### config.mk
export PLATFORM = sky130hd
export DESIGN_NAME = display_scan_7seg
export DESIGN_NICKNAME = d
export VERILOG_FILES = /design/src/rtl/display_scan_7seg.sv
export SDC_FILE = /design/constraint.sdc
export NUM_CORES = 1
export LEC_CHECK = 0
export CORE_AREA = 2 2 64 73
export CTS_CLUSTER_DIAMETER = 50
export DETAILED_ROUTE_END_ITERATION = 10
export DIE_AREA = 0 0 66 75
export PLACE_DENSITY = 0.76
export SETUP_SLACK_MARGIN = 0.3
export SLEW_MARGIN = 20
export SYNTH_ARGS = -nofsm -noshare
export SYNTH_HDL_FRONTEND = slang
export SYNTH_SLANG_ARGS = --single-unit
### constraint.sdc
create_clock -name CLK -period 2.95 [get_ports CLK]
set_input_delay 0.4425 -clock CLK [delete_from_list [all_inputs] [get_ports CLK]]
set_output_delay 0.4425 -clock CLK [all_outputs]
set_load 0.02 [all_outputs]
### src/rtl/display_scan_7seg.sv
// Four-digit multiplexed common-anode 7-segment scanner, stepped by DivCLK rising edges.
// Optional: define LEADING_ZERO_BLANK_EN to blank leading-zero digits 3..1.
module display_scan_7seg #(
  parameter int unsigned DWELL_TICKS = 1
) (
  input  logic        CLK,
  input  logic        Reset,
  input  logic        DivCLK,
  input  logic        Enable,
  input  logic [15:0] Value,
  input  logic [3:0]  DP,
  output logic [3:0]  Anodes,
  output logic [6:0]  Segments,
  output logic        DPout
);

  localparam logic [7:0] LP_DWELL_LAST = 8'(DWELL_TICKS - 1);

  logic        r_s1, r_s2, r_s3;
  logic        r_en_d;
  logic [7:0]  r_dwell;
  logic [1:0]  r_idx;
  logic [15:0] r_shadow_val;
  logic [3:0]  r_shadow_dp;
  logic [3:0]  r_anodes;
  logic [6:0]  r_segments;
  logic        r_dpout;

  logic        w_tick;
  logic        w_count;
  logic        w_advance;
  logic        w_snap;
  logic [3:0]  w_nibble;
  logic        w_dp;
  logic [6:0]  w_glyph;
  logic        w_blank;

  // Edge detector on the synchronised DivCLK; it is data, never a clock.
  assign w_tick    = r_s2 & ~r_s3;
  assign w_count   = w_tick & Enable;
  assign w_advance = w_count & (r_dwell == LP_DWELL_LAST);
  assign w_snap    = (Enable & ~r_en_d) | (w_advance & (r_idx == 2'd3));

  always_ff @(posedge CLK or negedge Reset) begin
    if (!Reset) begin
      r_s1 <= 1'b0;
      r_s2 <= 1'b0;
      r_s3 <= 1'b0;
    end else begin
      r_s1 <= DivCLK;
      r_s2 <= r_s1;
      r_s3 <= r_s2;
    end
  end

  always_ff @(posedge CLK or negedge Reset) begin
    if (!Reset) begin
      r_en_d  <= 1'b0;
      r_dwell <= '0;
      r_idx   <= '0;
    end else begin
      r_en_d <= Enable;
      if (w_advance) begin
        r_dwell <= '0;
        r_idx   <= r_idx + 2'd1;
      end else if (w_count) begin
        r_dwell <= r_dwell + 8'd1;
      end
    end
  end

  always_ff @(posedge CLK or negedge Reset) begin
    if (!Reset) begin
      r_shadow_val <= '0;
      r_shadow_dp  <= '0;
    end else if (w_snap) begin
      r_shadow_val <= Value;
      r_shadow_dp  <= DP;
    end
  end

  always_comb begin
    w_nibble = r_shadow_val[3:0];
    w_dp     = r_shadow_dp[0];
    case (r_idx)
      2'd0: begin w_nibble = r_shadow_val[3:0];   w_dp = r_shadow_dp[0]; end
      2'd1: begin w_nibble = r_shadow_val[7:4];   w_dp = r_shadow_dp[1]; end
      2'd2: begin w_nibble = r_shadow_val[11:8];  w_dp = r_shadow_dp[2]; end
      2'd3: begin w_nibble = r_shadow_val[15:12]; w_dp = r_shadow_dp[3]; end
      default: begin w_nibble = r_shadow_val[3:0]; w_dp = r_shadow_dp[0]; end
    endcase
  end

  always_comb begin
    w_glyph = 7'h7F;
    case (w_nibble)
      4'h0: w_glyph = 7'b1000000;
      4'h1: w_glyph = 7'b1111001;
      4'h2: w_glyph = 7'b0100100;
      4'h3: w_glyph = 7'b0110000;
      4'h4: w_glyph = 7'b0011001;
      4'h5: w_glyph = 7'b0010010;
      4'h6: w_glyph = 7'b0000010;
      4'h7: w_glyph = 7'b1111000;
      4'h8: w_glyph = 7'b0000000;
      4'h9: w_glyph = 7'b0010000;
      4'hA: w_glyph = 7'b0001000;
      4'hB: w_glyph = 7'b0000011;
      4'hC: w_glyph = 7'b1000110;
      4'hD: w_glyph = 7'b0100001;
      4'hE: w_glyph = 7'b0000110;
      4'hF: w_glyph = 7'b0001110;
      default: w_glyph = 7'h7F;
    endcase
  end

`ifdef LEADING_ZERO_BLANK_EN
  // A digit is blank only if it and every more-significant nibble are zero.
  always_comb begin
    w_blank = 1'b0;
    case (r_idx)
      2'd1: w_blank = (r_shadow_val[15:4]  == 12'h000);
      2'd2: w_blank = (r_shadow_val[15:8]  == 8'h00);
      2'd3: w_blank = (r_shadow_val[15:12] == 4'h0);
      default: w_blank = 1'b0;
    endcase
  end
`else
  assign w_blank = 1'b0;
`endif

  // Dark on the Enable-rise cycle so the first lit frame comes from the fresh snapshot.
  always_ff @(posedge CLK or negedge Reset) begin
    if (!Reset) begin
      r_anodes   <= '1;
      r_segments <= '1;
      r_dpout    <= 1'b1;
    end else if (Enable && r_en_d) begin
      r_anodes   <= ~(4'b0001 << r_idx);
      r_segments <= w_blank ? 7'h7F : w_glyph;
      r_dpout    <= ~w_dp;
    end else begin
      r_anodes   <= '1;
      r_segments <= '1;
      r_dpout    <= 1'b1;
    end
  end

  assign Anodes   = r_anodes;
  assign Segments = r_segments;
  assign DPout    = r_dpout;

endmodule

==> results of run 1 <==
[per-stage QoR]
step | util | instance area (sq um)
finish | 0.626 | 2620
global route | 0.626 | 2620
CTS | 0.625 | 2620
detailed placement | 0.599 | 2510
global placement | 0.599 | 2510
floorplan | - | 2130
[final timing paths]
check,endpoint
worst min register to register,r_s2$_DFF_PN0_
worst max register to register,Segments[3]$_DFF_PN1_
worst max-delay path,Segments[3]$_DFF_PN1_
worst min-delay path,r_shadow_val[13]$_DFFE_PN0P_
max in group asynchronous,r_shadow_val[10]$_DFFE_PN0P_
min in group CLK,r_s2$_DFF_PN0_
[kinds of logic after synthesis]
logic type	synth area share
XOR/XNOR	0.0288
adder cells (fa/ha/maj)	0.0765
AND/OR/NAND/NOR	0.0977
buffers and inverters	0.0341
multiplexers	0.125
AO/OA/AOI/OAI	0.0889
flip-flops	0.549
[metal layers]
metal / vias up / share of wire
li1: 674 / -
met1: 723 / 0.39
met2: 62 / 0.53
met3: 15 / 0.063
met4: 0 / 0.025
met5: - / 0
[power breakdown]
part / internal, mW / switching, mW
Combinational: 0.439 / 0.621
Clock: 0.249 / 0.207
Sequential: 0.810 / 0.0858
[worst max-delay path: stages (launching register included)]
cell	delay [ns]
dfrtp_1	0.38
inv_1	0.11
ha_1	0.31
a222oi_1	0.41
nand2_1	0.10
o21ai_1	0.29
inv_1	0.17
ha_1	0.24
inv_1	0.10
nor2_1	0.06
a21oi_1	0.14
a31oi_1	0.12
[synthesized netlist by cell type]
cell type / n
or3_2: 2
nand4_1: 2
buf_2: 1
mux2_2: 21
nor3_1: 1
clkbuf_1: 2
a2111oi_0: 1
mux2i_1: 3
and2_1: 1
or4b_4: 1
a21oi_1: 5
nand3b_1: 2
nor2_1: 5
nor2b_1: 2
o21ai_0: 9
nand2_1: 14
xnor2_1: 5
dfstp_2: 12
nor3_4: 1
inv_1: 10
o221ai_1: 2
and3_2: 1
buf_6: 2
a222oi_1: 5
and4_1: 1
nor3b_1: 1
o31ai_1: 1
dfrtp_1: 34
nand3_1: 2
nand2b_1: 1
a31oi_1: 3
xor2_1: 2
ha_1: 13
o21a_1: 1
o21ai_2: 1
[area by class of cell]
type                            count  share of cell area
Inverter                           10              0.0143
Clock buffer                        5              0.0262
Clock inverter                      3              0.0153
Timing Repair Buffer               36               0.134
Multi-Input combinational cell    109               0.340
Sequential cell                    46               0.444
Tap cell                           54              0.0258
[state kept, by name, indices dropped and copies added, names as in the netlist, 2 cells and up]
| signal | cells |
|---|---|
| Segments | 7 |
| r_idx | 2 |
| r_shadow_val | 16 |
| r_dwell | 8 |
| r_shadow_dp | 4 |
| Anodes | 4 |
[what timing repair did]
item	CTS	global route
buffers inserted	0	0
hold buffers	0	0
setup endpoints to repair	0	4
gates resized for setup	0	2
==> results.tsv, run 1 <==
stage	metric	value	unit
status	status	finished clean	
global_routing	routing usage on met2	0.340	
die	Rows	25	
cells_and_area	fin cells	263	
timing	Final Max Tran Viols	0	
cells_and_area	nets	245	
setup_path	critical path arrival	2.71	ns
power_and_ir_drop	worst vdd ir	0.415	mV
setup_path	crit-path max FO	6	
timing	final setup fails	0	
global_routing	GR peak layer	met2	
detailed_routing	Via density	5.60	
global_routing	pin count of the biggest net entering global routing	47	
detailed_routing	DR iter-0 viols	135	
detailed_routing	DR pass1 iterations	6	
clock_tree	H-Tree Depth	2	
timing	setup TNS	0	ns
timing	RSZ-0062 raised after global routing	yes	
logic_synthesis	Post-Syn Area per Cell	12.5	sq um
setup_path	worst path required time	3.13	ns
die	Die W	66	um
timing	Slew @ Worst Pin	1.02	ns
detailed_routing	drt drc	0	
detailed_routing	Final Routed Wirelength	4240	um
setup_path	R2R Setup Slk	0.41	ns
logic_synthesis	largest area contributor in the netlist	dfrtp_1	
die	# IOs	36	
setup_path	Reg2Reg Launch Point	r_idx[0]$_DFFE_PN0N_	
timing	clock skew	0.00795	ns
global_routing	Overflow after GRT	0	
clock_tree	Reg clk slew, reported paths	0.08	ns
clock_tree	Root Driver	clkbuf_8	
die	Starting Density	0.507	
place	final weighted congestion in routability-driven placement	0.775	
detailed_routing	Avg WL per Cell	16.1	um
global_routing	initial antenna violation count	0	
timing	crit path time final	2.54	ns
die	die area	0.00495	sq mm
place	DP HPWL	3020	um
setup_path	crit path kind	flip-flop to flip-flop	
detailed_routing	final antenna-violating net count	0	
cells_and_area	Ant. Diodes	0	
timing	Max Clk Rate	394	MHz
global_routing	vias in the first global route	1469	
setup_path	crit path launch	r_idx[0]$_DFFE_PN0N_	
logic_synthesis	Cells after Synth	170	
logic_synthesis	register area share after synthesis	0.549	
clock_tree	Worst-Skew Late Latency	0.30	ns
setup_path	FF-to-FF path depth	11	
timing	worst rel slew slack	0.321	
power_and_ir_drop	PwrDens	919	mW/mm^2
logic_synthesis	Cell Area, Synth	0.00213	sq mm
cells_and_area	Area growth syn-to-layout	23.4	%
clock_tree	Sink Count	46	
logic_synthesis	total nets after synthesis	207	
global_routing	met1 usage	0.216	
clock_tree	CTS buffer count	5	
global_routing	first-pass GRT wire length	6870	um
cells_and_area	area of the multi-input gates	891	sq um
timing	worst hold slack	0.282	ns
global_routing	grt met3 use	0.0478	
cells_and_area	most frequent cells in the layout	34 x clkdlybuf4s50_1, 34 x dfrtp_1, 21 x mux2_2, 14 x nand2_1, 13 x ha_1	
timing	fin crit share	0.861	
clock_tree	clock tree from TritonCTS	done	
logic_synthesis	top cell type's share of synthesized area	0.400	
timing	Final WS setup	0.411	ns
cells_and_area	Fill cells	331	
logic_synthesis	Yosys reg bits	46	
die	core area	0.00419	sq mm
cells_and_area	share of layout cells above drive strength 1	0.239	
die	die height	75	um
power_and_ir_drop	P_leak	1.12	nW
place	number of cells after detailed placement	255	
logic_synthesis	top cells by area, synth	dfrtp_1 40%, dfstp_2 15%, mux2_2 11%, ha_1 7.7%, nand2_1 2.5%	
logic_synthesis	Netlist cell types	35	
timing	final hold violations	0	
place	pre-CTS setup slack	0.392	ns
detailed_routing	DR vias	1474	
place	number of port buffers	35	
setup_path	CP startpoint kind	flip-flop	
clock_tree	maximum buffer depth of the clock tree	2	
logic_synthesis	Ys Warns	0	
hold_path	Hold Crit Class	input port to asynchronous set/reset pin	
power_and_ir_drop	Overall Power	2.41	mW
cells_and_area	register area	0.00117	sq mm
run	max_cap viols	0	
setup_path	CP endpoint kind	flip-flop	
global_routing	GRT Total Usage	0.189	
No activity file was read; power rests on OpenSTA's default activity.
==> run 2, diff against run 1 <==
--- a/config.mk
+++ b/config.mk
@@ -5,6 +5,7 @@
 export SDC_FILE = /design/constraint.sdc
 export NUM_CORES = 1
 export LEC_CHECK = 0
+export CAP_MARGIN = 25
 export CORE_AREA = 2 2 64 73
 export CTS_CLUSTER_DIAMETER = 50
 export DETAILED_ROUTE_END_ITERATION = 10
==> run 2 against run 1 <==
Compared with the run above:
- worst hold slack lost 0.23 ns
- combinational power is essentially flat
- critical endpoint unchanged
- core utilization grew 0.75 points
- sequential share of layout area shrank 0.52 points
- die area is the same
- critical path depth shrank 2
- cell count grew 0.76%
- first-iteration DRC count grew 13%
==> results.tsv, run 2 (synthesis results as in run 1) <==
stage	metric	value	unit	change
status	status	finished clean		
cells_and_area	register area	0.00117	sq mm	unchanged
clock_tree	Worst-Skew Late Latency	0.30	ns	about the same
setup_path	Reg2Reg Launch Point	r_idx[0]$_DFFE_PN0N_		
detailed_routing	final antenna-violating net count	0		unchanged
clock_tree	Sink Count	46		unchanged
die	die area	0.00495	sq mm	unchanged
die	# IOs	36		unchanged
detailed_routing	DR iter-0 viols	152		+13%
hold_path	Hold Crit Class	input port to asynchronous set/reset pin		
setup_path	crit path max-delay cell type	a222oi_1		
clock_tree	hold buffers post-CTS	0		unchanged
cells_and_area	Area growth syn-to-layout	24.9	%	
timing	final hold violations	0		unchanged
global_routing	initial antenna violation count	0		unchanged
cells_and_area	number of flip-flops under the largest register name	16		unchanged
die	Rows	25		unchanged
setup_path	critical path arrival	2.65	ns	-0.06 ns
die	core area	0.00419	sq mm	unchanged
clock_tree	post-cts repair resize count	0		unchanged
detailed_routing	Final Routed Wirelength	4230	um	-0.17%
clock_tree	CTS buffer count	5		unchanged
detailed_routing	Via density	5.52		-1.6%
clock_tree	H-Tree Depth	2		unchanged
place	number of port buffers	35		unchanged
global_routing	pin count of the biggest net entering global routing	47		unchanged
cells_and_area	most frequent cells in the layout	34 x clkdlybuf4s50_1, 34 x dfrtp_1, 21 x mux2_2, 14 x nand2_1, 13 x ha_1		
clock_tree	clock tree from TritonCTS	done		
run	max_cap viols	0		unchanged
die	Starting Density	0.507		unchanged
timing	setup TNS	0	ns	unchanged
power_and_ir_drop	P_leak	1.13	nW	+1.4%
setup_path	CP startpoint kind	flip-flop		
timing	Final Max Tran Viols	0		unchanged
cells_and_area	nets	247		+0.82%
detailed_routing	DR pass1 iterations	4		-2
global_routing	first-pass GRT wire length	6870	um	unchanged
setup_path	CP cell instances	inv_1, ha_1, a222oi_1, nand2_1, o21ai_1, ha_1, nor2_1, a2111oi_0, a31oi_1		
setup_path	crit path kind	flip-flop to flip-flop		
timing	Max Clk Rate	404	MHz	+2.4%
setup_path	crit-path max FO	6		unchanged
clock_tree	Root Driver	clkbuf_8		
clock_tree	postcts setup bufs	0		unchanged
setup_path	slowest cell delay on critical path	0.39	ns	-0.02 ns
timing	RSZ-0062 raised after global routing	yes		
cells_and_area	share of layout cells above drive strength 1	0.246		+0.00721
detailed_routing	drt drc	0		unchanged
setup_path	worst path required time	3.12	ns	about the same
die	die height	75	um	unchanged
clock_tree	maximum buffer depth of the clock tree	2		unchanged
cells_and_area	Fill cells	324		-2.1%
setup_path	crit path launch	r_idx[0]$_DFFE_PN0N_		
timing	crit path time final	2.48	ns	-0.0604 ns
die	Die W	66	um	unchanged
detailed_routing	Avg WL per Cell	16.0	um	-0.92%
timing	final setup fails	0		unchanged
cells_and_area	area of the multi-input gates	891	sq um	unchanged
timing	fin crit share	0.840		-0.0205
cells_and_area	Most flops, register	r_shadow_val		
power_and_ir_drop	worst vdd ir	0.417	mV	+0.34%
place	final weighted congestion in routability-driven placement	0.775		unchanged
timing	clock skew	0.00854	ns	+0.000595 ns
timing	Slew @ Worst Pin	0.896	ns	-0.123 ns
global_routing	GRT Total Usage	0.189		unchanged
setup_path	CP endpoint kind	flip-flop		
global_routing	Overflow after GRT	0		unchanged
cells_and_area	Ant. Diodes	0		unchanged
detailed_routing	DR vias	1462		-0.81%
power_and_ir_drop	PwrDens	905	mW/mm^2	-1.6%
place	DP HPWL	3020	um	unchanged
global_routing	vias in the first global route	1469		unchanged
clock_tree	Reg clk slew, reported paths	0.09	ns	about the same
cells_and_area	fin util	0.633		+0.00746
setup_path	CP most frequent cell	ha_1		
timing	worst rel slew slack	0.403		+0.0820
## run 2: cell types whose count changed in the layout (fill, tap and decap cells not counted), sizes merged
cell and change:
buf +2
## run 2: final cells by class
cell class                      count  share of cell area
Clock inverter                      3              0.0151
Multi-Input combinational cell    109               0.336
Inverter                           10              0.0141
Clock buffer                        5              0.0259
Timing Repair Buffer               38               0.145
Sequential cell                    46               0.439
Tap cell                           54              0.0254
## run 2: worst max-delay path, delay by kind of cell, from the launching register on
family          cells  cell delay (ns)
fa+ha+maj           2             0.56
flops               1             0.38
compound gates      4             1.17
simple gates        2             0.14
buf+inv             1             0.11
## run 2: power breakdown
group	total (mW)	internal (mW)	switching (mW)
combinational	1.05	0.441	0.612
sequential	0.896	0.810	0.0854
clock	0.454	0.249	0.204
## run 2: final timing paths
path | end | slack (ns) | depth (start not counted)
worst max-delay path | Segments[3]$_DFF_PN1_ | 0.47 | 9
worst min-delay path | r_shadow_val[13]$_DFFE_PN0P_ | 0.05 | 1
worst max register to register | Segments[3]$_DFF_PN1_ | 0.47 | 9
worst min register to register | r_s2$_DFF_PN0_ | 0.36 | 0
max in group asynchronous | Segments[4]$_DFF_PN1_ | 2.33 | 2
min in group CLK | r_s2$_DFF_PN0_ | 0.36 | 0
## run 2: metal layers
| layer | global-route usage | up-vias | wire length, um |
|---|---|---|---|
| li1 | - | 679 | - |
| met1 | 0.216 | 730 | 1670 |
| met2 | 0.340 | 46 | 2290 |
| met3 | 0.0478 | 7 | 204 |
| met4 | 0.0771 | 0 | 70 |
| met5 | 0 | - | 0 |
## run 2: per-stage QoR
step	setup slack, ns	cells	hold slack, ns	area [sq um]	power [mW]
3_5_place_dp	0.392	255	0.338	2510	1.93
2_1_floorplan	0.865	170	0.147	2130	1.61
6_report	0.472	265	0.0515	2660	2.40
5_1_grt	0.291	265	0.0620	2660	2.57
3_3_place_gp	0.500	255	0.345	2510	1.85
4_1_cts	0.365	263	0.321	2620	2.39
